--- src/rtl/pipeline_sequencer_pkg.sv ---
// Shared types and defaults for the pipeline stall/flush sequencer.
package pipeline_sequencer_pkg;
   typedef enum logic [1:0] {
      RUN      = 2'd0,
      MEM_WAIT = 2'd1,
      HALTED   = 2'd2,
      MEM_ERR  = 2'd3
   } seq_state_e;

   localparam int MEM_TIMEOUT_DEF = 16;
   localparam int CNT_W_DEF       = 32;
endpackage

--- src/rtl/pipeline_sequencer_sat_counter.sv ---
// Saturating up-counter used for the performance counters.
module sat_counter #(
   parameter int WIDTH = 32
) (
   input  logic             clk,
   input  logic             reset,
   input  logic             inc,
   output logic [WIDTH-1:0] count
);
   // Holds at all-ones so long runs report "at least" rather than wrapping.
   always_ff @(posedge clk or posedge reset) begin
      if (reset)
         count <= '0;
      else if (inc && (count != '1))
         count <= count + WIDTH'(1);
   end
endmodule

--- src/rtl/pipeline_sequencer.sv ---
// Central stall/flush controller: per-stage enables/flushes, data-memory
// handshake with timeout, and cycle/stall performance counters.
module pipeline_sequencer
   import pipeline_sequencer_pkg::*;
#(
   parameter int MEM_TIMEOUT = MEM_TIMEOUT_DEF,
   parameter int CNT_W       = CNT_W_DEF
) (
   input  logic             clk,
   input  logic             reset,
   input  logic             bubble,
   input  logic             branch_taken,
   input  logic             mem_op_xm,
   input  logic             mem_ack,
   input  logic             halt,
   output logic             pc_en,
   output logic             fd_en,
   output logic             dx_en,
   output logic             xm_en,
   output logic             mw_en,
   output logic             fd_flush,
   output logic             dx_flush,
   output logic             xm_flush,
   output logic             mem_req,
   output logic             halted,
   output logic             mem_err,
   output logic [CNT_W-1:0] cycle_cnt,
   output logic [CNT_W-1:0] stall_cnt
);
   localparam int              TO_W    = $clog2(MEM_TIMEOUT + 1);
   localparam logic [TO_W-1:0] TO_LAST = TO_W'(MEM_TIMEOUT - 1);

   seq_state_e      state;
   logic            mem_done;
   logic [TO_W-1:0] to_cnt;
   logic            active;
   logic            stall_inc;

   // Same-cycle enable/flush decode; only RUN ever lets anything advance.
   always_comb begin
      pc_en    = 1'b0;
      fd_en    = 1'b0;
      dx_en    = 1'b0;
      xm_en    = 1'b0;
      mw_en    = 1'b0;
      fd_flush = 1'b0;
      dx_flush = 1'b0;
      xm_flush = 1'b0;
      if (!reset && (state == RUN)) begin
         if (halt || (mem_op_xm && !mem_done)) begin
            pc_en = 1'b0;
         end else if (bubble) begin
            // Branch stays parked in DX and is resolved again next cycle.
            xm_en    = 1'b1;
            mw_en    = 1'b1;
            xm_flush = 1'b1;
         end else begin
            pc_en    = 1'b1;
            fd_en    = 1'b1;
            dx_en    = 1'b1;
            xm_en    = 1'b1;
            mw_en    = 1'b1;
            fd_flush = branch_taken;
            dx_flush = branch_taken;
         end
      end
   end

   always_ff @(posedge clk or posedge reset) begin
      if (reset) begin
         state    <= RUN;
         mem_done <= 1'b0;
         to_cnt   <= '0;
      end else begin
         case (state)
            RUN: begin
               if (halt) begin
                  state <= HALTED;
               end else if (mem_op_xm && !mem_done) begin
                  state  <= MEM_WAIT;
                  to_cnt <= '0;
               end
               // Completed access leaves XM, so the next one must request again.
               if (xm_en)
                  mem_done <= 1'b0;
            end
            MEM_WAIT: begin
               to_cnt <= to_cnt + TO_W'(1);
               if (mem_ack) begin
                  state    <= RUN;
                  mem_done <= 1'b1;
               end else if (to_cnt == TO_LAST) begin
                  state <= MEM_ERR;
               end
            end
            HALTED:  state <= HALTED;
            MEM_ERR: state <= MEM_ERR;
            default: state <= RUN;
         endcase
      end
   end

   assign mem_req = (state == MEM_WAIT);
   assign halted  = (state == HALTED);
   assign mem_err = (state == MEM_ERR);

   assign active    = (state == RUN) || (state == MEM_WAIT);
   assign stall_inc = active && !pc_en;

   sat_counter #(.WIDTH(CNT_W)) u_cycle_cnt (
      .clk   (clk),
      .reset (reset),
      .inc   (active),
      .count (cycle_cnt)
   );

   sat_counter #(.WIDTH(CNT_W)) u_stall_cnt (
      .clk   (clk),
      .reset (reset),
      .inc   (stall_inc),
      .count (stall_cnt)
   );
endmodule

--- config.mk ---
export PLATFORM = sky130hd
export DESIGN_NAME = pipeline_sequencer
export DESIGN_NICKNAME = d
export VERILOG_FILES = /design/src/rtl/pipeline_sequencer_pkg.sv /design/src/rtl/pipeline_sequencer_sat_counter.sv /design/src/rtl/pipeline_sequencer.sv
export SDC_FILE = /design/constraint.sdc
export NUM_CORES = 1
export LEC_CHECK = 0
export ABC_AREA = 1
export CAP_MARGIN = 40
export CORE_MARGIN = 2
export CORE_UTILIZATION = 45
export DETAILED_ROUTE_END_ITERATION = 8
export GPL_ROUTABILITY_DRIVEN = 1
export PLACE_DENSITY = 0.69
export RECOVER_POWER = 25
export SLEW_MARGIN = 40
export SYNTH_ARGS = -nofsm -noshare
export SYNTH_HDL_FRONTEND = slang
export SYNTH_HIERARCHICAL = 1
export SYNTH_SLANG_ARGS = --single-unit
--- constraint.sdc ---
create_clock -name clk -period 3 [get_ports clk]
set_input_delay 0.3 -clock clk [delete_from_list [all_inputs] [get_ports clk]]
set_output_delay 0.3 -clock clk [all_outputs]
set_load 0.02 [all_outputs]
==> metrics.txt <==
status=finished with violations; failing checks=max-capacitance violations, max-slew violations; Core Box Area=10900 sq um; DR WL/cell=12.7 um; number of flops mapped to enable cells by yosys=0; Util after Layout=56.2%; type of the most critical hold path=input pin to async pin; RSZ-0062 raised after global routing=no; row count=38; largest net degree at the start of global routing=33; clock buffer depth=2; TritonCTS clock tree=done; 1st-pass router iterations=5; Vert. Die Dim=110 um; total of max-cap violations=2; final cell count without fillers=1020; Cell variety after synth=28; cells after synthesis=795; Ports=82; overall die width=110 um; worst slew pin tran=1.85 ns; Crit path buffers/inverters=4; Syn Std Cell Area=5060 sq um; pwr/cell area=295 nW/um^2; filler instances=1106; Nets=886; slowest CP cell=clkdlybuf4s50_1; Worst Path Required=2.70 ns; post-route ant nets=0; Die ar.=12100 sq um; Final Cell Area=6120 sq um; Slew HR=-23.2%; Total Power=1.81 mW; #FFs+latches synth=72; peak per-stage delay on the critical path=0.65 ns; total CTS buffers=9; Leakage=2.92 nW; commonest non-fill, non-tap cell in the layout=nand2_1; Syn. warnings=6; Tcrit/Tclk final=87.7%; clk sinks=72; gr usage total=22.5%; Clock Tree Root=clkbuf_8; CP Class=input pin to primary output; Startpoint Class=input pin; commonest non-fill, non-tap cells in the layout=nand2_1 (403), nor2_1 (104), clkdlybuf4s50_1 (80); Area Overhead vs Synth=20.9%; syn avg cell area=6.37 sq um; GR Overflow Total=0; ys async rst share=100%; dpl hpwl=9820 um; Final Critical Period=2.63 ns; routability cong.=0.923; Reg clk slew, reported paths=0.08 ns; arrival time worst endpoint=2.33 ns; drc violations=0; r2r setup slk=0.73 ns; delay-heaviest family, CP=buffers and inverters; final slew viol count=66; initial antenna violation count=0; drt first-iter violations=339; share of layout cells above drive strength 1=6.36%; area post-placement=5920 sq um; CTS HTree Levels=3; Crit. End Element=primary output; worst clock skew=0.00884 ns; peak supply drop=0.165 mV; clock latency on the worst-skew pair=0.36 ns; Most used DFF post-synth=dfrtp_1; number of global-route vias before repair=4542; Fmax=0.380 GHz; Seq/Total Area, Yosys=35.6%; hold buffer count at cts=0; placed insts=1004; crit-path cells=dlygate4sd3_1 > inv_1 > nand2_2 > nor2_4 > inv_2 > nor2_1 > clkdlybuf4s50_1; vias=5008; Final TNS setup=0 ns; WL final=13000 um; post-CTS setup buffers=0; initial core utilization=46.5%; PostCTS Resize Cnt=0; first-pass GRT wire length=21500 um; CP Max Fanout=9; syn_nets=806; Final setup viols=0; drt via density=4.91; # port buffers=81; Ant. Diodes=0; final hold vios=0
[cell families after synthesis]
logic type | Yosys count | synth area share, %
AND/OR/NAND/NOR | 590 | 49.0
buffers and inverters | 91 | 8.87
flip-flops | 72 | 35.6
XOR/XNOR | 24 | 4.15
AO/OA/AOI/OAI | 14 | 1.38
adder cells (fa/ha/maj) | 4 | 0.988
[final timing paths]
| kind | startpoint | end | cells after the start |
|---|---|---|---|
| worst max register to register | u_cycle_cnt/count[0]$_DFFE_PP0P_ | u_cycle_cnt/count[15]$_DFFE_PP0P_ | 9 |
| worst max-delay path | reset | dx_en | 7 |
| min in group clk | to_cnt[4]$_DFFE_PP0P_ | to_cnt[4]$_DFFE_PP0P_ | 2 |
| worst min register to register | to_cnt[4]$_DFFE_PP0P_ | to_cnt[4]$_DFFE_PP0P_ | 2 |
| worst min-delay path | reset | to_cnt[0]$_DFFE_PP0P_ | 2 |
| max in group asynchronous | reset | u_stall_cnt/count[4]$_DFFE_PP0P_ | 3 |
[per-stage QoR]
stage / setup WS (ns) / hold WS [ns]
2_1_floorplan: 1.17 / 0.131
3_3_place_gp: 0.565 / 0.499
3_5_place_dp: 0.452 / 0.509
4_1_cts: 0.409 / 0.255
5_1_grt: 0.214 / 0.405
6_report: 0.368 / 0.383
[area by class of cell]
cell class              instances  area (sq um)  area share [%]
flip-flops and latches         72          1800            29.4
clock buffers                  10           138            2.25
inverters                      74           278            4.54
well taps                     140           175            2.86
repair buffers                 86           841            13.7
clock inverters                 6          67.6            1.10
multi-input cells             632          2820            46.1
[sequential cells by signal, summed over array words and instances (netlist names)]
| name | cells |
|---|---|
| mem_done | 1 |
| u_stall_cnt/count | 32 |
| state | 2 |
| to_cnt | 5 |
| u_cycle_cnt/count | 32 |
[cell usage after synthesis, types with 4 or more instances]
master	instances	area [sq um]
nor2_2	8	50.1
xor2_1	12	105
inv_1	69	259
nand2_1	403	1510
nand3_1	40	200
o21ai_0	7	35.0
a21oi_1	5	25.0
xnor2_1	12	105
nor2_1	104	390
nand2_2	7	43.8
nand3b_1	4	30.0
inv_2	5	18.8
buf_8	4	60.1
ha_1	4	50.1
dfrtp_1	72	1800
nor2_4	4	45.0
buf_4	6	45.0
nor3_1	5	25.0
buf_6	5	56.3
nand2_4	4	45.0
[worst reg2reg max path: cells and delay by family (launching register included)]
family,cells,cell delay (ns)
adder cells (fa/ha/maj),1,0.33
AND/OR/NAND/NOR,5,0.39
AO/OA/AOI/OAI,1,0.56
buffers and inverters,2,0.47
flip-flops,1,0.47
[where the power goes]
group | internal [mW] | switching [mW] | leakage, nW
clock | 0.409 | 0.395 | 0.0989
sequential | 0.969 | 0 | 0.970
combinational | 0.00795 | 0.0238 | 1.85
[per-layer routing]
layer | vias up | GRT usage (%) | routed length [um]
li1 | 2559 | - | -
met3 | 13 | 2.65 | 539
met1 | 2314 | 31.4 | 6310
met5 | - | 0 | 0
met4 | 0 | 8.21 | 157
met2 | 122 | 36.1 | 5980
Note: power is estimated with default switching activity, not from simulation.
